$ cat src/rtl/control_branch_unit.sv
// Main decoder, ALU-control decoder and branch/jump resolution for a single-issue RV32I core.
// Every output is combinational except ctrl_flow_q, which registers the redirect decision.
module control_branch_unit (
  input  logic        clock,
  input  logic        reset,
  input  logic [6:0]  Opcode,
  input  logic [2:0]  Funct3,
  input  logic        Funct7,
  input  logic [31:0] RD1,
  input  logic [31:0] RD2,
  input  logic [31:0] PCAddr,
  input  logic [31:0] Result,
  output logic        Branch,
  output logic        MemRead,
  output logic        MemWrite,
  output logic        ALUSrc,
  output logic        RegWrite,
  output logic [2:0]  ALUOp,
  output logic [1:0]  SrcASel,
  output logic [1:0]  MemtoReg,
  output logic [4:0]  ALUCtrl,
  output logic        BranchTaken,
  output logic        JumpTaken,
  output logic [31:0] PC_Latched,
  output logic [31:0] JumpReturn,
  output logic        ctrl_flow_q
);

  localparam logic [6:0] OP_R      = 7'b0110011;
  localparam logic [6:0] OP_I      = 7'b0010011;
  localparam logic [6:0] OP_LOAD   = 7'b0000011;
  localparam logic [6:0] OP_STORE  = 7'b0100011;
  localparam logic [6:0] OP_BRANCH = 7'b1100011;
  localparam logic [6:0] OP_JAL    = 7'b1101111;
  localparam logic [6:0] OP_JALR   = 7'b1100111;
  localparam logic [6:0] OP_LUI    = 7'b0110111;
  localparam logic [6:0] OP_AUIPC  = 7'b0010111;

  localparam logic [4:0] ALU_ADD  = 5'b00010;
  localparam logic [4:0] ALU_SUB  = 5'b01010;
  localparam logic [4:0] ALU_AND  = 5'b00000;
  localparam logic [4:0] ALU_OR   = 5'b00001;
  localparam logic [4:0] ALU_XOR  = 5'b00011;
  localparam logic [4:0] ALU_SLL  = 5'b00100;
  localparam logic [4:0] ALU_SRL  = 5'b00101;
  localparam logic [4:0] ALU_SRA  = 5'b00110;
  localparam logic [4:0] ALU_SLT  = 5'b01111;
  localparam logic [4:0] ALU_SLTU = 5'b11111;

  logic branch_d, mem_read_d, mem_write_d, reg_write_d;
  logic cond_met;
  logic unused_result_lsb;

  assign unused_result_lsb = Result[0];

  always_comb begin
    branch_d    = 1'b0;
    mem_read_d  = 1'b0;
    mem_write_d = 1'b0;
    reg_write_d = 1'b0;
    ALUSrc      = 1'b0;
    ALUOp       = 3'b000;
    SrcASel     = 2'b00;
    MemtoReg    = 2'b00;
    case (Opcode)
      OP_R:      begin reg_write_d = 1'b1; ALUOp = 3'b010; end
      OP_I:      begin reg_write_d = 1'b1; ALUSrc = 1'b1; ALUOp = 3'b011; end
      OP_LOAD:   begin reg_write_d = 1'b1; ALUSrc = 1'b1; mem_read_d = 1'b1; MemtoReg = 2'b01; end
      OP_STORE:  begin mem_write_d = 1'b1; ALUSrc = 1'b1; end
      OP_BRANCH: begin branch_d = 1'b1; ALUOp = 3'b001; end
      OP_JAL,
      OP_JALR:   begin reg_write_d = 1'b1; ALUSrc = 1'b1; MemtoReg = 2'b11; end
      OP_LUI:    begin reg_write_d = 1'b1; ALUSrc = 1'b1; SrcASel = 2'b01; end
      OP_AUIPC:  begin reg_write_d = 1'b1; ALUSrc = 1'b1; SrcASel = 2'b11; end
      default:   ;
    endcase
  end

  // Funct7 only distinguishes SUB from ADD for register-register ops; shifts use it in both forms.
  always_comb begin
    ALUCtrl = ALU_ADD;
    if (ALUOp == 3'b001) begin
      ALUCtrl = ALU_SUB;
    end else if (ALUOp == 3'b010 || ALUOp == 3'b011) begin
      case (Funct3)
        3'b000:  ALUCtrl = (ALUOp == 3'b010 && Funct7) ? ALU_SUB : ALU_ADD;
        3'b001:  ALUCtrl = ALU_SLL;
        3'b010:  ALUCtrl = ALU_SLT;
        3'b011:  ALUCtrl = ALU_SLTU;
        3'b100:  ALUCtrl = ALU_XOR;
        3'b101:  ALUCtrl = Funct7 ? ALU_SRA : ALU_SRL;
        3'b110:  ALUCtrl = ALU_OR;
        default: ALUCtrl = ALU_AND;
      endcase
    end
  end

  always_comb begin
    case (Funct3)
      3'b000:  cond_met = (RD1 == RD2);
      3'b001:  cond_met = (RD1 != RD2);
      3'b100:  cond_met = ($signed(RD1) <  $signed(RD2));
      3'b101:  cond_met = ($signed(RD1) >= $signed(RD2));
      3'b110:  cond_met = (RD1 <  RD2);
      3'b111:  cond_met = (RD1 >= RD2);
      default: cond_met = 1'b0;
    endcase
  end

  // Side-effecting controls are gated by reset so nothing commits while the core is held.
  assign Branch      = reset & branch_d;
  assign MemRead     = reset & mem_read_d;
  assign MemWrite    = reset & mem_write_d;
  assign RegWrite    = reset & reg_write_d;
  assign BranchTaken = reset & (((Opcode == OP_BRANCH) & cond_met) | (Opcode == OP_JAL));
  assign JumpTaken   = reset & (Opcode == OP_JALR);

  assign PC_Latched  = PCAddr + 32'd4;
  assign JumpReturn  = {Result[31:1], 1'b0};

  always_ff @(posedge clock or negedge reset) begin
    if (!reset) ctrl_flow_q <= 1'b0;
    else        ctrl_flow_q <= BranchTaken | JumpTaken;
  end

endmodule

$ cat config.mk
export PLATFORM = sky130hd
export DESIGN_NAME = control_branch_unit
export DESIGN_NICKNAME = d
export VERILOG_FILES = /design/src/rtl/control_branch_unit.sv
export SDC_FILE = /design/constraint.sdc
export NUM_CORES = 1
export LEC_CHECK = 0
export CORE_ASPECT_RATIO = 0.6
export CORE_MARGIN = 1.5
export CORE_UTILIZATION = 26
export DETAILED_ROUTE_END_ITERATION = 10
export GPL_TIMING_DRIVEN = 0
export PLACE_DENSITY = 0.8
export SYNTH_ARGS = -nofsm -noshare
export SYNTH_HDL_FRONTEND = slang
export SYNTH_SLANG_ARGS = --single-unit
$ cat constraint.sdc
create_clock -name clock -period 2.4 [get_ports clock]
set_input_delay 0.48 -clock clock [delete_from_list [all_inputs] [get_ports clock]]
set_output_delay 0.48 -clock clock [all_outputs]
set_load 0.01 [all_outputs]
### After elaboration in Yosys (flattened, before gate mapping)

Index checks and enable logic that the tools add are counted.

| storage, ports and cells | value |
|---|---|
| register bits after elaboration | 1 |
| bits in writable memories | 0 |
| ROM bits | 0 |
| output and inout port bits | 84 |
| memories kept | 0 |
| input bits | 141 |
| latch bits | 0 |
| logic and storage cells | 56 |

| operators by class | value |
|---|---|
| mux-type cells | 14 |
| bitwise operators | 9 |
| div/mod/pow operators | 0 |
| reduce and logical (&&, ||, !) cells | 6 |
| equality and inequality tests | 21 |
| shift operators | 0 |
| add/subtract/negate cells | 1 |
| order comparisons | 4 |
| multiply operators | 0 |

Operator list:

| cell | number |
|---|---|
| 32-bit >= comparator | 2 |
| 32-bit < comparator | 2 |
| 5-bit case mux with 7 select lines | 1 |
| 32-bit by 3-bit adder with 32-bit output (second input constant) | 1 |
| 32-bit equality test | 1 |
| 32-bit != test | 1 |
| 7-bit by 6-bit equality test with 1-bit output (second input constant) | 3 |
| 7-bit equality test (second input constant) | 3 |
| 7-bit by 5-bit equality test with 1-bit output (second input constant) | 2 |
| 7-bit OR reduction | 2 |
| 3-bit by 2-bit equality test with 1-bit output (second input constant) | 4 |
| 3-bit equality test (second input constant) | 4 |
| 5-bit 2-to-1 mux | 2 |
| 2-bit case mux with 2 select lines | 2 |
| 1-bit AND | 7 |
| 7-bit by 2-bit equality test with 1-bit output (second input constant) | 1 |
| 3-bit by 1-bit equality test with 1-bit output (second input constant) | 2 |
| 1-bit case mux with 6 select lines | 1 |
| 2-bit case mux with 3 select lines | 1 |
| 1-bit 2-to-1 mux | 5 |
| 4-bit 2-to-1 mux | 1 |
| 3-bit zero test | 1 |
| 2-bit 2-to-1 mux | 1 |
| 1-bit OR | 2 |
| 3 further kinds | 3 |

### Longest topological paths before layout

| depth | value |
|---|---|
| depth after elaboration | 8 |
| gate-level depth with buffers | 9 |
| depth with buffers taken out | 9 |

### Worst setup path before layout

No wires, ideal clock.

| timing | value |
|---|---|
| path kind | input -> output |
| start point | input port RD2[31] |
| end point | output port BranchTaken |
| buffers on the path | 0 |
| arrival | 2097 ps |
| stages on the path | 9 |
| data required time | 1920 ps |
| slack | -177 ps |
| cell sequence | inv_1 ha_1 nand4_2 nor4_1 nand3_1 nor3_1 or3_1 o311ai_1 o21ai_0 |

| on the way | value |
|---|---|
| longest elaborated chain between the ends | 5 |

Ends and longest elaborated chain:

| what | RTL line | text |
|---|---|---|
| start: declaration | 10 | `input logic [31:0] RD2,` |
| 32-bit >= comparator, or another cell as far along | 105 | `3'b111: cond_met = (RD1 >= RD2);` |
| 1-bit case mux with 6 select lines (*) | 99 | `case (Funct3)` |
| 1-bit AND (*) | 115 | `assign BranchTaken = reset & (((Opcode == OP_BRANCH) & cond_met) \| (Opcode == OP_JAL));` |
| 1-bit OR (*) | 115 |  |
| 1-bit AND (*) | 115 |  |
| end: declaration | 22 | `output logic BranchTaken,` |

Every way passes the cells marked *; elsewhere a longest branch is shown, timed or not.

### Worst setup path after layout

| timing | value |
|---|---|
| start point | input port RD2[27] |
| end point | output port BranchTaken |

Same word-level chain as after synthesis.

==> results.toml <==
[outcome]
outcome = "complete, but fails checks"
violations = "setup timing"

[yosys]
synth_flop_cell = "dfrtp_1"
ys_seq_area_share_pct = 1.27
synth_top_cell_area_share_pct = 20.9
synth_top_cell_by_area = "ha_1"
syn-cell-area_mm2 = 0.00198
synth_warnings = 0
synth_seq_cells = 1
synth.top_cells.by_area = "ha_1 21%, buf_4 13%, xnor2_1 9.3%"
synth-async-reset-ratio_pct = 100
synth.most_common_cell = "inv_1"
syn_area_per_cell_um2 = 6.94
syn_inst = 285
synth-edff-count = 0
synthTopCellsByCount = "37 x inv_1, 35 x buf_4, 33 x ha_1, 25 x nand2_1, 21 x xnor2_1"
ys_types = 42

[drt]
drt-vias-per-instance = 4.64
drc = 0
wl_per_cell_um = 16.0
ant_nets = 0
drt_iter0_drc = 85
routed_wl_mm = 9.86
vias = 2851
dr.pass1.iters = 4

[cells_and_area]
layout.nets = 687
final_area_mm2 = 0.00482
layout-drive-gt1-share_pct = 51.1
largest_reg_flops = 1
top_regs = "ctrl_flow_q x1"
antennaDiodeCount = 0
final_util_pct = 66.1
top_register = "ctrl_flow_q"
fill_cells = 636
syn2layout_area_growth_pct = 144
fin_cells = 615

[setup_path]
endpoint_kind = "primary output"
path_class = "primary input to primary output"
cp_data_arrival_time_ns = 2.31
cp_data_required_time_ns = 1.92
path_max_fanout = 3
cp-start-kind = "primary input"

[timing]
setup_violations = 6
setup_ws_ns = -0.393
max_freq_ghz = 0.358
whs_ns = 0.334
rsz0062_at_grt = "true"
slew_violations = 0
hold_violations = 0
min_period_over_period_pct = 116
finalCriticalPeriod_ns = 2.79
setup_tns_ns = -0.753

[floorplanning]
fp.coreArea_mm2 = 0.00730
die-area_mm2 = 0.00815
die_w_um = 116
rows = 24
initial_core_util_pct = 27.1
die_y_um = 70.5
ios = 225

[run]
maxCapViolations = 0

[power]
ir_drop_v = 0.0000860
p_leak_uw = 0.00230
power.density_mw_per_mm2 = 157

[place]
gp_congestion = 0.812
placedInstanceArea_mm2 = 0.00413
place_inst = 578
io_buffers = 188
hpwlAfterDp_mm = 7.71

[global_routing]
grt_usage_pct = 22.3
grt_max_degree = 9
first_global_vias = 2899
grt-ovfl-total = 0
grt_pass1_wl_mm = 14.5
antenna_found_initial = 0

[clock_tree]
clk_pin_slew_ns = 0

[worst_hold_path]
hold_path.class = "primary input to asynchronous set/reset pin"
## layer usage
layer  GRT usage (%)  vias up  wire (um)
met3            1.54       10        328
met1            26.8     1359       4020
met2            44.0       77       5380
li1                -     1405          -
met4            3.29        0        131
met5               0        -          0
## what timing repair did
item / in CTS / in global routing
setup buffers: 25 / 15
pin swaps: 68 / 49
resized for setup: 404 / 79
hold buffers: 0 / 0
endpoints found under the setup margin: 46 / 25
## final timing paths
| kind | start | slack [ns] | to | cells past startpoint |
|---|---|---|---|---|
| setup / recovery | RD2[27] | -0.39 | BranchTaken | 12 |
| min in group clock | reset | 0.95 | ctrl_flow_q | 3 |
| max in group asynchronous | reset | 1.86 | ctrl_flow_q | 1 |
| hold / removal | reset | 0.33 | ctrl_flow_q | 1 |
## final cells by class
type,instances,area [um2],area share (%)
sequential,1,25.0,0.519
buffer,35,263,5.45
multi-input combinational,213,2310,47.9
inverter,37,166,3.45
tap,104,130,2.70
timing repair buffer,225,1930,40.0
## where the power goes
group | internal (uW) | switching [uW] | leakage (uW)
Sequential | 17.3 | 0.0347 | 0.0000139
Clock | 0 | 0 | 0
Combinational | 415 | 323 | 0.00229
## critical path, cell delays in order
cell,delay [ns]
buf_6,0.07
inv_4,0.03
ha_4,0.26
nand4_1,0.23
buf_4,0.23
nor3_2,0.14
a21oi_1,0.10
nand3_1,0.15
a21oi_2,0.07
o311ai_2,0.30
o21ai_1,0.10
buf_2,0.15
## cell families after synthesis
logic type	Yosys count	synth area share (%)
muxes	2	1.01
DFF	1	1.27
xor gates and xnor gates	28	12.4
and+or+nand+nor	106	31.1
adders and majority gates	33	20.9
buffers and inverters	72	20.3
other	1	0.190
AOI/OAI and AO/OA	42	12.8
## layout by cell type, fill, tap and decap left out, types with 5 or more instances in the layout
cell type,count
dlygate4sd2_1,49
xnor2_1,14
inv_4,6
buf_4,64
buf_8,5
buf_6,17
nand2_1,17
buf_2,27
clkdlybuf4s50_1,52
nand4_1,7
nand3_1,12
clkdlybuf4s15_1,14
xor2_1,7
nor2_1,10
inv_2,23
inv_1,7
xnor2_2,7
clkbuf_2,23
ha_4,29
a21oi_1,15
clkdlybuf4s15_2,5
and3_1,6
nand3_4,5
## through the flow
stage / total power, uW / worst slack (ns)
after global routing: 811 / -0.533
after floorplan: 267 / -0.0865
final: 756 / -0.393
after detailed placement: 644 / -1.36
after CTS: 729 / -0.354
after global placement: 628 / -1.35
Power figures use the tool's default switching activity.
